**config.mk**
```make
export PLATFORM = sky130hd
export DESIGN_NAME = pipe_hazard_ctrl_flat
export DESIGN_NICKNAME = d
export VERILOG_FILES = /design/src/rtl/pipe_hazard_ctrl_if.sv /design/src/rtl/pipe_hazard_ctrl.sv /design/src/flat_wrapper.sv
export SDC_FILE = /design/constraint.sdc
export NUM_CORES = 1
export LEC_CHECK = 0
export CAP_MARGIN = 40
export CORE_MARGIN = 5
export CORE_UTILIZATION = 41
export CTS_CLUSTER_DIAMETER = 120
export DETAILED_ROUTE_END_ITERATION = 6
export HOLD_SLACK_MARGIN = 0.1
export PLACE_DENSITY = 0.79
export SLEW_MARGIN = 20
export SYNTH_ARGS = -nofsm -noshare
export SYNTH_HDL_FRONTEND = slang
export SYNTH_SLANG_ARGS = --single-unit
```
**constraint.sdc**
```tcl
create_clock -name clk -period 3.75 [get_ports clk]
set_clock_uncertainty 0.05 [all_clocks]
set_input_delay 1.125 -clock clk [delete_from_list [all_inputs] [get_ports clk]]
set_output_delay 1.125 -clock clk [all_outputs]
set_load 0.01 [all_outputs]
```
**src/rtl/pipe_hazard_ctrl_if.sv**
```systemverilog
// Hazard-control bundle between the pipeline datapath (master) and pipe_hazard_ctrl (slave).
interface pipe_hazard_ctrl_if #(
   parameter int REG_ADDR_W = 5
);
   logic                  idex_mem_read;
   logic [REG_ADDR_W-1:0] idex_rd;
   logic [REG_ADDR_W-1:0] ifid_rs1;
   logic [REG_ADDR_W-1:0] ifid_rs2;
   logic                  ifid_rs1_used;
   logic                  ifid_rs2_used;
   logic                  exmem_branch_taken;
   logic                  exmem_halt;
   logic                  dmem_busy;
   logic                  resume;
   logic                  pc_load;
   logic                  ifid_load;
   logic                  idex_load;
   logic                  exmem_load;
   logic                  memwb_load;
   logic                  ifid_flush;
   logic                  idex_flush;
   logic                  exmem_flush;
   logic                  halted;
   logic                  mem_timeout;

   modport master (
      output idex_mem_read, idex_rd, ifid_rs1, ifid_rs2, ifid_rs1_used, ifid_rs2_used,
             exmem_branch_taken, exmem_halt, dmem_busy, resume,
      input  pc_load, ifid_load, idex_load, exmem_load, memwb_load,
             ifid_flush, idex_flush, exmem_flush, halted, mem_timeout
   );

   modport slave (
      input  idex_mem_read, idex_rd, ifid_rs1, ifid_rs2, ifid_rs1_used, ifid_rs2_used,
             exmem_branch_taken, exmem_halt, dmem_busy, resume,
      output pc_load, ifid_load, idex_load, exmem_load, memwb_load,
             ifid_flush, idex_flush, exmem_flush, halted, mem_timeout
   );
endinterface

```
**src/rtl/pipe_hazard_ctrl.sv**
```systemverilog
// Pipeline stall/flush/halt sequencer with a data-memory wait watchdog.
// Define HAZARD_PERF_EN to add the stall_cycles / flush_events performance counters.
module pipe_hazard_ctrl #(
   parameter int REG_ADDR_W = 5,
   parameter int TIMEOUT    = 64
) (
   input  logic               clk,
   input  logic               rst,
   pipe_hazard_ctrl_if.slave  hz
`ifdef HAZARD_PERF_EN
   ,
   output logic [31:0]        stall_cycles,
   output logic [31:0]        flush_events
`endif
);

   localparam int CNT_W = $clog2(TIMEOUT + 1);
   localparam logic [CNT_W-1:0] TIMEOUT_CNT = CNT_W'(TIMEOUT);

   typedef enum logic [1:0] {RUN, MEM_WAIT, HALT} state_t;

   state_t           state_reg, state_next;
   logic [CNT_W-1:0] cnt_reg, cnt_next;
   logic             timeout_reg, timeout_next;
   logic             load_use;

   assign load_use = hz.idex_mem_read && (hz.idex_rd != REG_ADDR_W'(0)) &&
                     ((hz.ifid_rs1_used && (hz.idex_rd == hz.ifid_rs1)) ||
                      (hz.ifid_rs2_used && (hz.idex_rd == hz.ifid_rs2)));

   always_ff @(posedge clk or posedge rst) begin
      if (rst) begin
         state_reg   <= RUN;
         cnt_reg     <= '0;
         timeout_reg <= 1'b0;
      end else begin
         state_reg   <= state_next;
         cnt_reg     <= cnt_next;
         timeout_reg <= timeout_next;
      end
   end

   always_comb begin
      state_next   = state_reg;
      cnt_next     = cnt_reg;
      timeout_next = timeout_reg;
      case (state_reg)
         RUN: begin
            if (hz.dmem_busy) begin
               state_next = MEM_WAIT;
               cnt_next   = CNT_W'(1);
            end else if (hz.exmem_halt) begin
               state_next = HALT;
            end
         end
         MEM_WAIT: begin
            if (!hz.dmem_busy) begin
               state_next = RUN;
               cnt_next   = '0;
            end else if (cnt_reg == TIMEOUT_CNT) begin
               timeout_next = 1'b1;
               state_next   = HALT;
            end else begin
               cnt_next = cnt_reg + CNT_W'(1);
            end
         end
         HALT: begin
            cnt_next = '0;
            // A watchdog fault is only cleared by reset.
            if (hz.resume && !timeout_reg) state_next = RUN;
         end
         default: state_next = RUN;
      endcase
   end

   always_comb begin
      hz.pc_load     = 1'b0;
      hz.ifid_load   = 1'b0;
      hz.idex_load   = 1'b0;
      hz.exmem_load  = 1'b0;
      hz.memwb_load  = 1'b0;
      hz.ifid_flush  = 1'b0;
      hz.idex_flush  = 1'b0;
      hz.exmem_flush = 1'b0;
      hz.halted      = (state_reg == HALT);
      hz.mem_timeout = timeout_reg;
      if (!rst && state_reg == RUN && !hz.dmem_busy) begin
         if (hz.exmem_halt) begin
            // Retire the halting instruction, squash everything younger.
            hz.memwb_load  = 1'b1;
            hz.ifid_flush  = 1'b1;
            hz.idex_flush  = 1'b1;
            hz.exmem_flush = 1'b1;
         end else if (hz.exmem_branch_taken) begin
            hz.pc_load     = 1'b1;
            hz.ifid_load   = 1'b1;
            hz.idex_load   = 1'b1;
            hz.exmem_load  = 1'b1;
            hz.memwb_load  = 1'b1;
            hz.ifid_flush  = 1'b1;
            hz.idex_flush  = 1'b1;
            hz.exmem_flush = 1'b1;
         end else if (load_use) begin
            hz.idex_load   = 1'b1;
            hz.idex_flush  = 1'b1;
            hz.exmem_load  = 1'b1;
            hz.memwb_load  = 1'b1;
         end else begin
            hz.pc_load     = 1'b1;
            hz.ifid_load   = 1'b1;
            hz.idex_load   = 1'b1;
            hz.exmem_load  = 1'b1;
            hz.memwb_load  = 1'b1;
         end
      end
   end

`ifdef HAZARD_PERF_EN
   always_ff @(posedge clk or posedge rst) begin
      if (rst) begin
         stall_cycles <= '0;
         flush_events <= '0;
      end else begin
         if (state_reg != HALT && !hz.pc_load) stall_cycles <= stall_cycles + 32'd1;
         if (hz.exmem_flush)                    flush_events <= flush_events + 32'd1;
      end
   end
`endif

endmodule
```
**src/flat_wrapper.sv**
```systemverilog
// flat-port wrapper written by rule: the top's interface ports become plain ports
module pipe_hazard_ctrl_flat 
#(
   parameter int REG_ADDR_W = 5,
   parameter int TIMEOUT    = 64
)
  (clk, rst, hz_idex_mem_read, hz_idex_rd, hz_ifid_rs1, hz_ifid_rs2, hz_ifid_rs1_used, hz_ifid_rs2_used, hz_exmem_branch_taken, hz_exmem_halt, hz_dmem_busy, hz_resume, hz_pc_load, hz_ifid_load, hz_idex_load, hz_exmem_load, hz_memwb_load, hz_ifid_flush, hz_idex_flush, hz_exmem_flush, hz_halted, hz_mem_timeout);
  pipe_hazard_ctrl_if #(.REG_ADDR_W(REG_ADDR_W)) hz_i ();
  input  logic clk;
  input  logic rst;
  input wire logic [$bits(hz_i.idex_mem_read)-1:0] hz_idex_mem_read;
  input wire logic [$bits(hz_i.idex_rd)-1:0] hz_idex_rd;
  input wire logic [$bits(hz_i.ifid_rs1)-1:0] hz_ifid_rs1;
  input wire logic [$bits(hz_i.ifid_rs2)-1:0] hz_ifid_rs2;
  input wire logic [$bits(hz_i.ifid_rs1_used)-1:0] hz_ifid_rs1_used;
  input wire logic [$bits(hz_i.ifid_rs2_used)-1:0] hz_ifid_rs2_used;
  input wire logic [$bits(hz_i.exmem_branch_taken)-1:0] hz_exmem_branch_taken;
  input wire logic [$bits(hz_i.exmem_halt)-1:0] hz_exmem_halt;
  input wire logic [$bits(hz_i.dmem_busy)-1:0] hz_dmem_busy;
  input wire logic [$bits(hz_i.resume)-1:0] hz_resume;
  output wire logic [$bits(hz_i.pc_load)-1:0] hz_pc_load;
  output wire logic [$bits(hz_i.ifid_load)-1:0] hz_ifid_load;
  output wire logic [$bits(hz_i.idex_load)-1:0] hz_idex_load;
  output wire logic [$bits(hz_i.exmem_load)-1:0] hz_exmem_load;
  output wire logic [$bits(hz_i.memwb_load)-1:0] hz_memwb_load;
  output wire logic [$bits(hz_i.ifid_flush)-1:0] hz_ifid_flush;
  output wire logic [$bits(hz_i.idex_flush)-1:0] hz_idex_flush;
  output wire logic [$bits(hz_i.exmem_flush)-1:0] hz_exmem_flush;
  output wire logic [$bits(hz_i.halted)-1:0] hz_halted;
  output wire logic [$bits(hz_i.mem_timeout)-1:0] hz_mem_timeout;
  assign hz_i.idex_mem_read = hz_idex_mem_read;
  assign hz_i.idex_rd = hz_idex_rd;
  assign hz_i.ifid_rs1 = hz_ifid_rs1;
  assign hz_i.ifid_rs2 = hz_ifid_rs2;
  assign hz_i.ifid_rs1_used = hz_ifid_rs1_used;
  assign hz_i.ifid_rs2_used = hz_ifid_rs2_used;
  assign hz_i.exmem_branch_taken = hz_exmem_branch_taken;
  assign hz_i.exmem_halt = hz_exmem_halt;
  assign hz_i.dmem_busy = hz_dmem_busy;
  assign hz_i.resume = hz_resume;
  assign hz_pc_load = hz_i.pc_load;
  assign hz_ifid_load = hz_i.ifid_load;
  assign hz_idex_load = hz_i.idex_load;
  assign hz_exmem_load = hz_i.exmem_load;
  assign hz_memwb_load = hz_i.memwb_load;
  assign hz_ifid_flush = hz_i.ifid_flush;
  assign hz_idex_flush = hz_i.idex_flush;
  assign hz_exmem_flush = hz_i.exmem_flush;
  assign hz_halted = hz_i.halted;
  assign hz_mem_timeout = hz_i.mem_timeout;
  pipe_hazard_ctrl #(.REG_ADDR_W(REG_ADDR_W), .TIMEOUT(TIMEOUT)) u_core (.clk(clk), .rst(rst), .hz(hz_i));
endmodule
```
==> impl_metrics.toml <==
[status]
status = "completed"

[pwr]
power_density_nw_per_um2 = 383
leakagePower_nw = 0.640
max-vdd-ir-drop_mv = 0.290

[timing]
maxSlewViolCount = 0
min_period_over_period = 0.994
maxSlewHeadroom = 0.731
setup_viol_count_final = 0
tightest_slew_ps = 399
rsz0062_at_grt = "yes"
holdWs_ps = 451
clock.fmax_mhz = 268
hold_violations = 0
min_period_ps = 3730

[finish]
syn_to_final_growth_pct = 47.7
largest_reg_flops = 7
post-route-util = 0.641
layout-drive-gt1-share = 0.174
design_area_um2 = 1270
nets = 169

[logic_synthesis]
ys_seq_area_frac = 0.291
synth_commonest_cells = "dfrtp_1, inv_1, o31ai_1, xor2_1, o21ai_0"
yosys_register_bits = 10
synthDistinctLibCells = 36
synth_area_leader_cell = "dfrtp_1"
yosysWarningCount = 0
synth_edf_count = 0
synth.net_count = 127
ys_top_cells_by_area = "dfrtp_1, ha_1, xor2_1"
synth_top_area_share = 0.291
netlist_instances = 97
synth_most_common_cell = "dfrtp_1"
yosys_most_used_dff = "dfrtp_1"
async_flop_share = 1.00
syn_area_um2 = 861
syn_area_per_cell_um2 = 8.87

[route]
ant_nets = 0
via_per_inst = 5.34
top_layer = "met4"
wl_um = 2390
drt-met1-wl_um = 967
met3_length_um = 170
met2_length_um = 1220
num_vias = 886
drc = 0
first_iter_violations = 16
drtPass1Iterations = 4
post_drt_wl_per_cell_um = 14.4

[clock_tree]
clk_latency_ps = 270
cts_tree = "done"
ctsHtreeMaxLevel = 1
clkSinkCount = 10
clk_pin_slew_ps = 60
hold_buffers = 0
cts_buffer_depth = 2
cts-buffers-inserted = 3
root_buffer = "clkbuf_4"

[global_routing]
grt_pass1_wl_um = 3820
grt-ovfl-total = 0
grt_antenna_before_repair = 1
grt_pass1_vias = 879
grt_usage = 0.150
grt_start_max_net_pins = 11

[placement]
port_buffers = 33
place.gp.congestion = 0.843
dpl.hpwl_um = 1940
dpl_cell_area_um2 = 1240

[hold_path]
holdCritStartpoint = "u_core.hz.mem_timeout$_DFFE_PP0P_"
min_to = "u_core.hz.mem_timeout$_DFFE_PP0P_"
holdPathStages = 1
hold_path.class = "flip-flop to flip-flop"

[flow_run]
maxCapViolCount = 0

[setup_path]
crit_required_ps = 2570
end_kind = "output port"
crit_fanout = 2
reg2reg_setup_slack_ps = 1770
rr_endpoint = "u_core.cnt_reg[3]$_DFFE_PP0P_"
regToRegStartpoint = "u_core.state_reg[0]$_DFFE_PP0P_"
rr_worst_depth = 7
path_class = "input port to output port"
crit_arrival_ps = 2550
crit_path_start_kind = "input port"

[floorplan]
start_util = 0.434
io_pins = 34
die_w_um = 55.8
die_h_um = 55.8
core_um2 = 1980
row_count = 16
design.die.area_um2 = 3120
cells in the final DEF (no fill, tap or decap), types with 2 or more instances in the layout:
| master | count |
|---|---|
| ha_1 | 6 |
| buf_4 | 9 |
| clkbuf_4 | 3 |
| xor2_1 | 8 |
| and3_1 | 2 |
| a32oi_1 | 2 |
| dfrtp_1 | 10 |
| or4_1 | 2 |
| clkdlybuf4s50_1 | 13 |
| inv_1 | 8 |
| nor2_1 | 3 |
| nor4_1 | 2 |
| nand3_1 | 5 |
| dlygate4sd2_1 | 14 |
| or2_2 | 2 |
| clkdlybuf4s15_1 | 2 |
| o31ai_1 | 7 |
| xnor2_1 | 2 |
| nand2b_1 | 2 |
| nand2_1 | 2 |
| buf_2 | 3 |
| o21ai_0 | 6 |
| a31oi_1 | 2 |
power breakdown:
part           switching [mW]  internal, mW
Clock                  0.0405        0.0590
Combinational           0.128         0.116
Sequential             0.0187         0.125
worst max-delay path: stages:
cell             delay (ps)
clkdlybuf4s50_1         420
xor2_1                  140
nor4_1                  230
a32oi_1                 120
buf_4                   160
o31ai_2                 190
buf_2                   160
stage by stage:
step	std cells	power (mW)	setup slack, ps	TNS [ps]
finish	166	0.487	20.9	0
floorplan	97	0.304	405	0
global placement	160	0.385	-455	-1670
detailed placement	160	0.394	-531	-1860
global route	166	0.525	-13.9	-13.9
CTS	165	0.489	15.5	0
layer usage:
metal  up-vias  GRT usage
li1        435          -
met1       413      0.171
met2        36      0.269
met4         0     0.0407
met3         2     0.0464
met5         -          0
final cells by class:
class	count	area (um^2)
multi-input cells	74	551
diodes	1	2.50
flip-flops and latches	10	250
repair buffers	42	368
inverters	8	30.0
clock buffers	4	36.3
fillers	167	711
well taps	27	33.8
logic make-up (layout without fill, tap and decap cells):
logic type | count (synthesis) | in the layout | synth area share
AO/OA/AOI/OAI | 26 | 26 | 0.206
XOR/XNOR | 10 | 10 | 0.102
adder cells (fa/ha/maj) | 6 | 6 | 0.0872
buffers and inverters | 13 | 54 | 0.0872
flip-flops | 10 | 10 | 0.291
other | 0 | 1 | 0
AND/OR/NAND/NOR | 32 | 32 | 0.227
worst max path at each step:
stage                         from             to  slack [ps]  cells past startpoint
global placement     hz_idex_rd[2]     hz_pc_load        -460                      5
finish              hz_ifid_rs1[4]  hz_idex_flush          20                      7
floorplan            hz_idex_rd[0]     hz_pc_load         400                      4
global route        hz_ifid_rs1[4]  hz_idex_flush         -10                      7
detailed placement   hz_idex_rd[3]  hz_idex_flush        -530                      6
CTS                  hz_idex_rd[4]  hz_idex_flush          20                      7
timing repair:
item / CTS / global route
pin swaps: 4 / 1
resized for setup: 32 / 3
setup buffers: 1 / 0
setup endpoints to repair: 7 / 4
Power figures use the tool's default switching activity.
